<file path="config.mk">
export PLATFORM = sky130hd
export DESIGN_NAME = peak_stream_out
export DESIGN_NICKNAME = d
export VERILOG_FILES = /design/src/rtl/peak_pkg.sv /design/src/rtl/peak_stream_out.sv
export SDC_FILE = /design/constraint.sdc
export NUM_CORES = 1
export LEC_CHECK = 0
export BUFFER_PORTS_ARGS = -buffer_cell sky130_fd_sc_hd__buf_4
export CAP_MARGIN = 5
export CORE_MARGIN = 3
export CORE_UTILIZATION = 45
export DETAILED_ROUTE_END_ITERATION = 12
export PLACE_DENSITY = 0.78
export SYNTH_ARGS = -nofsm -noshare
export SYNTH_HDL_FRONTEND = slang
export SYNTH_SLANG_ARGS = --single-unit
</file>
<file path="constraint.sdc">
create_clock -name clk -period 6.2 [get_ports clk]
set_input_delay 0 -clock clk [delete_from_list [all_inputs] [get_ports clk]]
set_output_delay 0 -clock clk [all_outputs]
set_load 0.01 [all_outputs]
</file>
<file path="src/rtl/peak_pkg.sv">
// -----------------------------------------------------------------------------
// peak_pkg
// Shared definitions for the peak finder and the peak result streamer.
//   - Result entry layout: {index[IDX_W-1:0], value[VAL_W-1:0]}, ENTRY_W bits.
//   - MAX_PEAKS: capacity of the result memory in entries.
//   - PEAK_ADDR_W: address width of the result memory.
//   - state_t: streamer FSM states.
//   - clamp_count(): limits a requested peak count to the memory capacity.
// -----------------------------------------------------------------------------
package peak_pkg;

    localparam int IDX_W       = 13;
    localparam int VAL_W       = 32;
    localparam int ENTRY_W     = IDX_W + VAL_W;
    localparam int MAX_PEAKS   = 35;
    localparam int PEAK_ADDR_W = 7;

    typedef enum logic [2:0] {
        IDLE,
        RD_ADDR,
        RD_WAIT,
        BEAT_IDX,
        BEAT_VAL,
        FINISH
    } state_t;

    // Requested count limited to the number of entries the memory can hold.
    function automatic logic [5:0] clamp_count(input logic [5:0] count,
                                               input logic [5:0] limit);
        return (count > limit) ? limit : count;
    endfunction

endpackage

</file>
<file path="src/rtl/peak_stream_out.sv">
// -----------------------------------------------------------------------------
// peak_stream_out
// Reads peak result entries 0..n-1 from the result BRAM and streams each one
// as two 32-bit AXI4-Stream beats: first the zero-extended sample index, then
// the peak value. tlast marks the value beat of the final entry; a one-cycle
// done pulse follows the last handshake.
//
// Ports
//   clk, rst          clock, asynchronous active-high reset
//   start             level request, only looked at while idle
//   peak_count        number of valid entries, latched on the accepted start
//   busy              high in every state other than IDLE
//   done              one-cycle pulse when the transfer ends
//   bram_clk          BRAM clock, same as clk
//   bram_en/we/addr   BRAM read port control (write side tied off)
//   bram_din          tied to zero
//   bram_dout         entry {index, value}, valid RD_LAT cycles after address
//   m_axis_*          AXI4-Stream master, all outputs registered
// -----------------------------------------------------------------------------
module peak_stream_out #(
    parameter int ADDR_W    = peak_pkg::PEAK_ADDR_W,
    parameter int IDX_W     = peak_pkg::IDX_W,
    parameter int VAL_W     = peak_pkg::VAL_W,
    parameter int RD_LAT    = 2,   // 1..4
    parameter int MAX_PEAKS = peak_pkg::MAX_PEAKS
) (
    input  logic                     clk,
    input  logic                     rst,
    input  logic                     start,
    input  logic [5:0]               peak_count,
    output logic                     busy,
    output logic                     done,
    output logic                     bram_clk,
    output logic                     bram_en,
    output logic                     bram_we,
    output logic [ADDR_W-1:0]        bram_addr,
    output logic [IDX_W+VAL_W-1:0]   bram_din,
    input  logic [IDX_W+VAL_W-1:0]   bram_dout,
    output logic                     m_axis_tvalid,
    input  logic                     m_axis_tready,
    output logic [31:0]              m_axis_tdata,
    output logic                     m_axis_tlast
);

    import peak_pkg::*;

    localparam int EW = IDX_W + VAL_W;

    // -------------------------------------------------------------------------
    // State and registered outputs
    // -------------------------------------------------------------------------
    state_t              state_q;
    logic [5:0]          n_q;          // latched, clamped entry count
    logic [ADDR_W-1:0]   rd_ptr_q;     // entry being read / streamed
    logic [1:0]          wait_q;       // read latency counter
    logic [VAL_W-1:0]    entry_val_q;  // value half of the captured entry
    logic                done_q;
    logic                bram_en_q;
    logic                tvalid_q;
    logic [31:0]         tdata_q;
    logic                tlast_q;

    logic [5:0]          n_d;
    logic                last_entry;

    assign n_d = clamp_count(peak_count, 6'(MAX_PEAKS));

    // rd_ptr never exceeds n-1 (at most 34), so its low 6 bits are exact.
    assign last_entry = (6'(rd_ptr_q) == (n_q - 6'd1));

    // -------------------------------------------------------------------------
    // Transfer FSM
    // -------------------------------------------------------------------------
    always_ff @(posedge clk or posedge rst) begin
        if (rst) begin
            state_q     <= IDLE;
            n_q         <= '0;
            rd_ptr_q    <= '0;
            wait_q      <= '0;
            entry_val_q <= '0;
            done_q      <= 1'b0;
            bram_en_q   <= 1'b0;
            tvalid_q    <= 1'b0;
            tdata_q     <= '0;
            tlast_q     <= 1'b0;
        end else begin
            done_q <= 1'b0;

            case (state_q)
                IDLE: begin
                    if (start) begin
                        n_q      <= n_d;
                        rd_ptr_q <= '0;
                        if (n_d != 6'd0) begin
                            bram_en_q <= 1'b1;
                            state_q   <= RD_ADDR;
                        end else begin
                            done_q  <= 1'b1;
                            state_q <= FINISH;
                        end
                    end
                end

                RD_ADDR: begin
                    // Address and enable were set on entry; the BRAM
                    // registers them at the end of this cycle.
                    wait_q  <= '0;
                    state_q <= RD_WAIT;
                end

                RD_WAIT: begin
                    if (wait_q == 2'(RD_LAT - 1)) begin
                        // Index beat is loaded straight from the BRAM output
                        // so it is valid in the first BEAT_IDX cycle.
                        entry_val_q <= bram_dout[VAL_W-1:0];
                        tdata_q     <= {{(32-IDX_W){1'b0}}, bram_dout[EW-1:VAL_W]};
                        tlast_q     <= 1'b0;
                        tvalid_q    <= 1'b1;
                        bram_en_q   <= 1'b0;
                        state_q     <= BEAT_IDX;
                    end else begin
                        wait_q <= wait_q + 2'd1;
                    end
                end

                BEAT_IDX: begin
                    if (m_axis_tready) begin
                        tdata_q <= entry_val_q;
                        tlast_q <= last_entry;
                        state_q <= BEAT_VAL;
                    end
                end

                BEAT_VAL: begin
                    if (m_axis_tready) begin
                        tvalid_q <= 1'b0;
                        tlast_q  <= 1'b0;
                        tdata_q  <= '0;
                        if (tlast_q) begin
                            done_q  <= 1'b1;
                            state_q <= FINISH;
                        end else begin
                            rd_ptr_q  <= rd_ptr_q + ADDR_W'(1);
                            bram_en_q <= 1'b1;
                            state_q   <= RD_ADDR;
                        end
                    end
                end

                FINISH: begin
                    state_q <= IDLE;
                end

                default: begin
                    state_q <= IDLE;
                end
            endcase
        end
    end

    // -------------------------------------------------------------------------
    // Outputs
    // -------------------------------------------------------------------------
    assign busy          = (state_q != IDLE);
    assign done          = done_q;
    assign bram_clk      = clk;
    assign bram_en       = bram_en_q;
    assign bram_we       = 1'b0;
    assign bram_addr     = rd_ptr_q;
    assign bram_din      = '0;
    assign m_axis_tvalid = tvalid_q;
    assign m_axis_tdata  = tdata_q;
    assign m_axis_tlast  = tlast_q;

endmodule

</file>
Word-level counts from Yosys, hierarchy flattened
Cells that the tools add are included.
- flip-flop bits (word level): 86
- latch bits: 0
- bits in writable memories: 0
- ROM bits: 0
- memories: 0
- add/subtract/negate cells: 3
- multipliers: 0
- divide/modulo/power cells: 0
- magnitude comparators: 1
- eq/ne operators: 13
- shift-type cells: 0
- multiplexer cells: 34
- bitwise gates (word level): 0
- reduce and logical (&&, ||, !) cells: 16
- operators by type and width (operator ; number):
    two-way mux 32 bit ; 3
    case mux 32 bit (3 select lines) ; 1
    two-way mux 7 bit ; 3
    two-way mux 3 bit ; 6
    case mux 3 bit (5 select lines) ; 1
    inequality test 2 bit, second input constant ; 7
    case mux 7 bit (2 select lines) ; 1
    two-way mux 1 bit ; 12
    AND reduction 4 bit ; 3
    nonzero test 3 bit ; 3
    adder 7 x 1 -> 7 bit, second input constant ; 1
    == test 3 x 2 -> 1 bit, second input constant ; 2
    == test 6 bit ; 1
    greater-than comparator 6 bit, second input constant ; 1
    two-way mux 6 bit ; 1
    case mux 1 bit (3 select lines) ; 2
    AND reduction 2 bit ; 3
    AND reduction 6 bit ; 1
    nonzero test 2 bit ; 3
    nonzero test 6 bit ; 1
    subtractor 6 x 1 -> 6 bit, second input constant ; 1
    case mux 1 bit (2 select lines) ; 2
    case mux 2 bit (2 select lines) ; 1
    == test 3 x 1 -> 1 bit, second input constant ; 1
    other kinds (6) ; 6

Longest topological paths before layout
Gate-level depths: netlist (run 1).
- word-level depth: 6
- gate-level depth with buffers: 7
- gate-level depth less buffers: 6

==> reports/metrics.cfg, run 1 <==
[logic_synthesis]
ys_seq_area_frac = 0.501
synth.distinct_cells = 47
synthCells = 393
synth.avg_cell_area_um2 = 10.9
yosysWarningCount = 0
synth_area_mm2 = 0.00429
synth_seq_cells = 86

[sta]
fin_tns_setup_ns = 0
relSlewSlack = 0.237
maxSlewViolCount = 0
hold_viol = 0
clock_skew_ns = 0.0171
hold_ws_ns = 0.298
grt_setup_unrepaired = no
worstMarginPinSlew_ns = 1.14
finalSetupViolCount = 0

[floorplanning]
design.core.area_mm2 = 0.00924
dieArea_mm2 = 0.0108
ios = 146
rows = 35
die_w_um = 104
start_util = 0.465
die_h_um = 104

[global_route]
grtUsageTotal = 0.200
antenna_found_initial = 1
grt_pass1_wl_mm = 17.3
grt_max_degree = 87
grt_pass1_vias = 3539
grt.overflow.total = 0

[clock_tree]
cts_setup_buffers = 0
cts_tree = built
clock_latency_ns = 0.47

[worst_hold_path]
worstHoldStart = clk
hold_depth = 3
hold_path_end = bram_clk
hold_class = clk -> out

[pwr]
power_density_mw_per_mm2 = 426
peakVddDrop_mv = 0.283
leakage_nw = 2.69

[place]
gp_congestion = 0.779
portBuffers = 99
hpwl_mm = 6.51
dpl_cell_area_mm2 = 0.00494

[drt]
via_per_inst = 5.06
ant_nets = 0
drt-total-wl_mm = 10.5
drc = 0
wire_per_inst_um = 15.6
dr.pass1.iters = 4
drt_iter0_markers = 182
vias = 3413

[worst_setup_path]
path_delay_family = buffers and inverters
r2r-end = m_axis_tdata[9]
crit_chain = clkbuf_8, clkbuf_8, buf_4
crit_required_ns = 6.20
cp.buffers_inverters = 3
crit_path_start_kind = clock port
reg2reg_depth = 5
reg2reg_slack_ns = 2.94
slowest_delay_ns = 0.13
slowest_stage = buf_4
endpoint_kind = output pin
worstPathMaxFanout = 2
path_class = clk -> out
r2r_start = state_q[0]
critPathMostFrequentCell = clkbuf_8
critPathArrivalTime_ns = 3.45

[final_layout]
fin_area_mm2 = 0.00573
drive_above_1_share = 0.319
nets = 598
synthToLayoutAreaGrowth_pct = 33.5

[outcome]
status = completed

[flow_run]
max_cap_viol_count = 0

synth_stat cells, drive strengths merged:
library cell	n	area, µm²
xnor2	5	43.8
mux2i	1	10.0
o31ai	1	7.51
a22o	15	131
nor2b	3	18.8
a211o	2	17.5
nand3b	5	37.5
nor4	4	25.0
conb	1	3.75
a22oi	1	7.51
xor2	6	52.6
nor2	8	30.0
mux2	45	507
clkbuf	11	41.3
or4	3	26.3
o21ai	34	170
o211ai	4	35.0
a211oi	2	15.0
a21oi	4	20.0
and2	3	21.3
o2111ai	2	17.5
o21bai	2	18.8
nand2	16	60.1
or2	1	6.26
a41o	1	10.0
o31a	1	8.76
inv	29	109
and3b	2	17.5
nor3	3	26.3
buf	58	418
or3	1	6.26
and3	1	6.26
nor3b	1	7.51
ha	3	37.5
nand3	5	25.0
dfrtp	86	2150
a21o	2	15.0
nand4	20	125
nand2b	1	6.26
cell type report:
cell class	count	area, µm²
clock buffers	14	176
repair buffers	156	1310
well taps	129	161
clock inverters	6	70.1
flip-flops and latches	86	2150
fillers	709	3510
diodes	1	2.50
multi-input cells	254	1750
inverters	29	110
worst max path at each step:
stage | end | cells after the start | slack [ns] | startpoint
floorplan | bram_clk | 1 | 2.98 | clk
global placement | bram_clk | 1 | 2.98 | clk
detailed placement | bram_clk | 1 | 2.98 | clk
CTS | bram_clk | 3 | 2.74 | clk
global route | m_axis_tdata[9] | 5 | 2.69 | state_q[0]
finish | bram_clk | 3 | 2.75 | clk
logic make-up (layout without fill, tap and decap cells):
family                     Yosys count  count (layout)  share of synthesized area
AOI/OAI and AO/OA                   71              71                      0.110
xor gates and xnor gates            11              11                     0.0224
buffers and inverters               98             205                      0.132
adders and majority gates            3               3                    0.00874
and+or+nand+nor                     77              77                      0.104
DFF                                 86              86                      0.501
muxes                               46              46                      0.120
other                                1              47                   0.000873
flip-flops by register name, summed over array words and instances, names as in the netlist:
signal and cells:
m_axis_tdata 32, wait_q 2, state_q 3, bram_en 1
m_axis_tvalid 1, entry_val_q 32, done 1, n_q 6
bram_addr 7, m_axis_tlast 1
cells in the final DEF, fill, tap and decap left out, types with 3 or more instances in the layout:
master / Yosys / layout
a21oi_1: 4 / 4
a22o_1: 15 / 15
buf_4: 49 / 102
clkbuf_8: 0 / 12
clkinvlp_4: 0 / 3
conb_1: 1 / 46
dfrtp_1: 86 / 86
dlygate4sd3_1: 0 / 55
ha_1: 3 / 3
inv_1: 29 / 28
mux2_2: 45 / 45
nand2_1: 16 / 16
nand3_1: 5 / 5
nand3b_1: 5 / 5
nand4_1: 20 / 20
nor2_1: 8 / 7
nor2b_1: 3 / 3
nor4_1: 4 / 4
o211ai_1: 3 / 3
o21ai_0: 34 / 34
xnor2_1: 5 / 5
xor2_1: 6 / 6
per-layer routing:
layer	GRT usage	share of wire	wire, µm
met5	0	0	0
met4	0.103	0.030	320
met3	0.0523	0.062	648
met2	0.336	0.51	5340
met1	0.236	0.40	4210
worst min-delay path, cell delays in order:
cell	delay, ns
clkbuf_8	0.09
clkbuf_8	0.10
buf_4	0.10
report_power, final:
group,switching (W),leakage [nW],internal [W]
Clock,0.000221,0.116,0.000238
Sequential,0.000203,1.08,0.000801
Combinational,0.000469,1.50,0.000512
stage by stage:
stage	std cells	util	setup WS (ns)	total power, W
final	675	0.620	2.75	0.00244
after global routing	675	0.620	2.69	0.00260
after CTS	674	0.620	2.74	0.00244
after detailed placement	600	0.535	2.98	0.00196
after global placement	600	0.535	2.98	0.00192
after floorplan	438	-	2.98	0.00164
repair_timing:
item / in CTS / in global routing
hold buffers: 55 / 0
resized for setup: 0 / 0
endpoints found under the hold margin: 143 / 0
endpoints found under the setup margin: 0 / 0
No activity file was read; power rests on OpenSTA's default activity.
==> run 2, diff against run 1 <==
PLACE_DENSITY = 0.81   (was 0.78)
clock period = 2.9 ns   (was 6.2 ns; I/O delays follow)
==> reports/metrics.cfg, run 2 (same netlist as run 1, synthesis figures left out) <==
[outcome]
status = completed

[place]
dpl_cell_area_mm2 = 0.00499  ; +1.1%
portBuffers = 99  ; unchanged
gp_congestion = 0.836  ; +7.4%
hpwl_mm = 6.83  ; +4.9%

[floorplanning]
design.core.area_mm2 = 0.00924  ; unchanged
start_util = 0.465  ; unchanged
die_w_um = 104  ; unchanged
ios = 146  ; unchanged
die_h_um = 104  ; unchanged
dieArea_mm2 = 0.0108  ; unchanged
rows = 35  ; unchanged

[final_layout]
nets = 605  ; +1.2%
fin_util = 0.626  ; +0.00582
final_cell_mix = buf_4, dfrtp_1, dlygate4sd3_1
layout_commonest_cell = buf_4
synthToLayoutAreaGrowth_pct = 34.7
diodes = 0  ; -1
drive_above_1_share = 0.328  ; +0.00863
fin_area_mm2 = 0.00579  ; +0.94%

[sta]
max_freq_mhz = 440
finalSetupViolCount = 0  ; unchanged
relSlewSlack = 0.345  ; +0.108
maxSlewViolCount = 0  ; unchanged
hold_ws_ns = 0.0186  ; -0.279 ns
finalCritPeriodShare = 0.783
worstMarginPinSlew_ns = 0.982  ; -0.163 ns
clock_skew_ns = 0.00824  ; -0.00888 ns
final.min_clock_period_ns = 2.27
grt_setup_unrepaired = no
fin_tns_setup_ns = 0  ; unchanged
hold_viol = 0  ; unchanged

[global_route]
antenna_found_initial = 0  ; -1
grt_max_degree = 70  ; -20%
grt_pass1_vias = 3667  ; +3.6%
grt_pass1_wl_mm = 17.9  ; +3.5%
grt.overflow.total = 0  ; unchanged
grtUsageTotal = 0.205  ; +0.00527

[drt]
wire_per_inst_um = 15.8  ; +1.4%
via_per_inst = 5.06  ; +0.16%
vias = 3449  ; +1.1%
drt-total-wl_mm = 10.8  ; +2.3%
dr.pass1.iters = 4  ; unchanged
drt_iter0_markers = 194  ; +6.6%
drc = 0  ; unchanged
ant_nets = 0  ; unchanged

[worst_setup_path]
crit_required_ns = 3.30  ; -2.90 ns
r2r-end = n_q[4]
crit_path_start_kind = register
reg2reg_slack_ns = 0.63  ; -2.31 ns
critPathArrivalTime_ns = 2.67  ; -0.78 ns
r2r_start = state_q[0]
worstPathMaxFanout = 29  ; +27
reg2reg_depth = 6  ; +1
endpoint_kind = register
path_class = reg -> reg

[pwr]
power_w = 0.00527  ; +120%
net-switching-power_w = 0.00191  ; +110%
power_frac_clock = 0.183  ; -0.005
peakVddDrop_mv = 0.529  ; +87%
power_density_mw_per_mm2 = 911  ; +110%
power_frac_seq = 0.392  ; -0.019
leakage_nw = 2.74  ; +1.7%
intPower_w = 0.00336  ; +120%
sw_frac_of_total = 0.362  ; -0.00299
p_comb_frac = 0.425  ; +0.024

[clock_tree]
path_clk_slew_ns = 0.08
clock_latency_ns = 0.46  ; about the same
cts_resized = 0  ; unchanged
cts_setup_buffers = 0  ; unchanged
ctsHoldBuffers = 54  ; -1.8%
cts_tree = built

[worst_hold_path]
hold_path_end = bram_addr[5]
hold_depth = 4  ; +1
hold_class = in -> reg
worstHoldStart = start

[flow_run]
max_cap_viol_count = 0  ; unchanged

run 2: cell count changes in the layout (fill, tap and decap cells not counted):
cell           change
buf_12             +1
buf_4              +7
clkbuf_1           +1
clkinv_2           +1
clkinv_4           +2
clkinvlp_4         -2
diode_2            -1
dlygate4sd3_1      -1
inv_6              -2
run 2: critical path, cell delays in order, from the launching register on:
cell and delay, ns:
dfrtp_1 0.41, buf_4 0.25, or2_2 0.38, nor3_4 0.42
nand3b_1 0.12, dlygate4sd3_1 0.57, nand2_1 0.06
run 2: worst max path at each step:
stage / slack (ns) / cells after the start / to / start
after floorplan: 0.68 / 1 / bram_addr[0] / rst
after global placement: 0.84 / 4 / m_axis_tdata[5] / state_q[1]
after detailed placement: 0.70 / 4 / m_axis_tdata[1] / state_q[1]
after CTS: 0.64 / 6 / n_q[4] / state_q[0]
after global routing: 0.42 / 6 / n_q[4] / state_q[0]
final: 0.63 / 6 / n_q[4] / state_q[0]
run 2: final cells by class:
cell class / count / area [µm²]
sequential: 86 / 2150
clock inverter: 5 / 60.1
tap: 129 / 161
inverter: 29 / 110
timing repair buffer: 163 / 1370
fill: 689 / 3450
multi-input combinational: 254 / 1750
clock buffer: 15 / 180
run 2: layer usage:
layer | global-route usage | share of wire | vias to the layer above
li1 | - | - | 1590
met1 | 0.249 | 0.41 | 1661
met2 | 0.349 | 0.50 | 178
met3 | 0.0498 | 0.075 | 20
met4 | 0.0902 | 0.018 | 0
met5 | 0 | 0 | -
run 2: stage by stage:
| step | worst slack [ns] | cells |
|---|---|---|
| floorplan | 0.678 | 438 |
| global placement | 0.837 | 607 |
| detailed placement | 0.705 | 607 |
| CTS | 0.639 | 680 |
| global route | 0.421 | 681 |
| finish | 0.629 | 681 |
run 2: power by group through the flow:
stage / registers [W] / clock network (W) / logic, W
after global routing: 0.00213 / 0.00104 / 0.00246
after CTS: 0.00205 / 0.000980 / 0.00223
after detailed placement: 0.00207 / 0.0000284 / 0.00217
final: 0.00206 / 0.000965 / 0.00224
after floorplan: 0.00207 / 0.0000284 / 0.00141
after global placement: 0.00204 / 0.0000284 / 0.00209
==> run 3, diff against run 2 <==
clock period = 2 ns   (was 2.9 ns; I/O delays follow)
==> reports/metrics.cfg, run 3 (same netlist as run 1, synthesis figures left out) <==
[final_layout]
drive_above_1_share = 0.339  ; +0.0108
synthToLayoutAreaGrowth_pct = 36.1
final_cells = 687  ; +0.88%
final_cell_mix = buf_4, dfrtp_1, dlygate4sd3_1
layout_commonest_cell = buf_4
nets = 611  ; +0.99%
diodes = 0  ; unchanged
fin_util = 0.633  ; +0.00650

[worst_setup_path]
path_delay_family = compound AO/OA/AOI/OAI gates
reg2reg_slack_ns = 0.11  ; -0.51 ns
critPathArrivalTime_ns = 2.22  ; -0.45 ns
worstPathMaxFanout = 10  ; -66%
endpoint_kind = register
r2r_start = state_q[2]
slowest_stage = dfrtp_1
cp.buffers_inverters = 0  ; -2
crit_required_ns = 2.34  ; -0.96 ns
crit_cells = 4  ; -2
path_class = reg -> reg
slowest_delay_ns = 0.53  ; -0.04 ns
r2r-end = m_axis_tdata[8]
reg2reg_depth = 4  ; -2
crit_chain = nand3b_1, a21oi_1, o21bai_2, mux2_2
crit_path_start_kind = register

[drt]
via_per_inst = 5.09  ; +0.51%
drt_iter0_markers = 217  ; +12%
ant_nets = 0  ; unchanged
wire_per_inst_um = 15.9  ; +0.90%
drt-total-wl_mm = 10.9  ; +1.8%
dr.pass1.iters = 4  ; unchanged
drc = 0  ; unchanged
vias = 3497  ; +1.4%

[sta]
clock_skew_ns = 0.00954  ; +0.00130 ns
maxSlewViolCount = 0  ; unchanged
relSlewSlack = 0.573  ; +0.228
fin_tns_setup_ns = 0  ; unchanged
hold_viol = 0  ; unchanged
finalCritPeriodShare = 0.943  ; +0.160
grt_setup_unrepaired = no
worstMarginPinSlew_ns = 0.640  ; -0.342 ns
final.min_clock_period_ns = 1.89  ; -0.386 ns
max_freq_mhz = 530  ; +20%
finalSetupViolCount = 0  ; unchanged

[global_route]
antenna_found_initial = 0  ; unchanged
grt_pass1_wl_mm = 18.2  ; +1.7%
grt_max_degree = 43  ; -39%
grtUsageTotal = 0.209  ; +0.00372
grt.overflow.total = 0  ; unchanged
grt_pass1_vias = 3654  ; -0.35%

[floorplanning]
rows = 35  ; unchanged
ios = 146  ; unchanged
design.core.area_mm2 = 0.00924  ; unchanged
die_h_um = 104  ; unchanged
dieArea_mm2 = 0.0108  ; unchanged
die_w_um = 104  ; unchanged
start_util = 0.465  ; unchanged

[clock_tree]
cts_tree = built
path_clk_slew_ns = 0.09  ; about the same
clock_latency_ns = 0.45  ; about the same

[place]
placed_cells = 613  ; +0.99%
gp_congestion = 0.805  ; -3.8%
hpwl_mm = 7.10  ; +3.9%
portBuffers = 99  ; unchanged

[outcome]
status = completed

[pwr]
leakage_nw = 2.77  ; +1.2%
peakVddDrop_mv = 0.813  ; +54%
power_density_mw_per_mm2 = 1330  ; +46%

[worst_hold_path]
hold_path_end = n_q[3]
worstHoldStart = start
hold_class = in -> reg
hold_depth = 4  ; unchanged

[flow_run]
max_cap_viol_count = 0  ; unchanged

[run 3: cell types whose count changed in the layout (fill, tap and decap cells not counted), sizes merged]
| cell | before | now |
|---|---|---|
| clkinv | 4 | 3 |
| clkinvlp | 1 | 2 |
| dlygate4sd3 | 54 | 53 |
| o21bai | 2 | 3 |
| buf | 110 | 116 |
[run 3: worst max-delay path by stage]
| stage | startpoint | endpoint | slack [ns] |
|---|---|---|---|
| 2_1_floorplan | wait_q[1] | m_axis_tdata[0] | 0.29 |
| 3_3_place_gp | state_q[0] | m_axis_tdata[30] | 0.11 |
| 3_5_place_dp | state_q[2] | m_axis_tdata[7] | 0.02 |
| 4_1_cts | state_q[0] | m_axis_tdata[26] | 0.009 |
| 5_1_grt | state_q[2] | bram_addr[6] | 0.01 |
| 6_report | state_q[2] | m_axis_tdata[8] | 0.11 |
[run 3: final cells by class]
type                            instances  area, µm²
Sequential cell                        86       2150
Fill cell                             682       3390
Inverter                               29        113
Multi-Input combinational cell        255       1770
Clock buffer                           15        180
Tap cell                              129        161
Timing Repair Buffer                  168       1410
Clock inverter                          5       60.1
[run 3: what timing repair did]
| action | 4_1_cts | 5_1_grt |
|---|---|---|
| buffers inserted | 0 | 1 |
| hold buffers | 53 | 0 |
| endpoints found under the setup margin | 1 | 29 |
| hold endpoints to repair | 118 | 0 |
| resized for setup | 1 | 1 |
| gates cloned | 0 | 1 |
[run 3: routing by layer]
layer  track usage  share of wire
met5             0              0
met1         0.250           0.39
met3        0.0424          0.053
met2         0.369           0.53
met4        0.0836          0.023
[run 3: through the flow]
step	setup WS, ns	power (W)	hold slack (ns)	cell area, µm²
6_report	0.114	0.00776	0.0465	5850
5_1_grt	0.0102	0.00827	0.0708	5850
4_1_cts	0.00923	0.00772	0.0345	5820
3_5_place_dp	0.0176	0.00626	0.0714	5050
3_3_place_gp	0.114	0.00609	0.0622	5050
2_1_floorplan	0.286	0.00509	0.0918	4470
[run 3: power breakdown]
part / switching, W / leakage, nW / internal [W]
combinational: 0.00162 / 1.57 / 0.00173
clock: 0.000662 / 0.120 / 0.000733
sequential: 0.000531 / 1.08 / 0.00249
[run 3: tightest hold or removal path: cells and delay by family]
| family | cells | cell delay, ns |
|---|---|---|
| and+or+nand+nor | 1 | 0.09 |
| AOI/OAI and AO/OA | 1 | 0.14 |
| buffers and inverters | 2 | 0.23 |
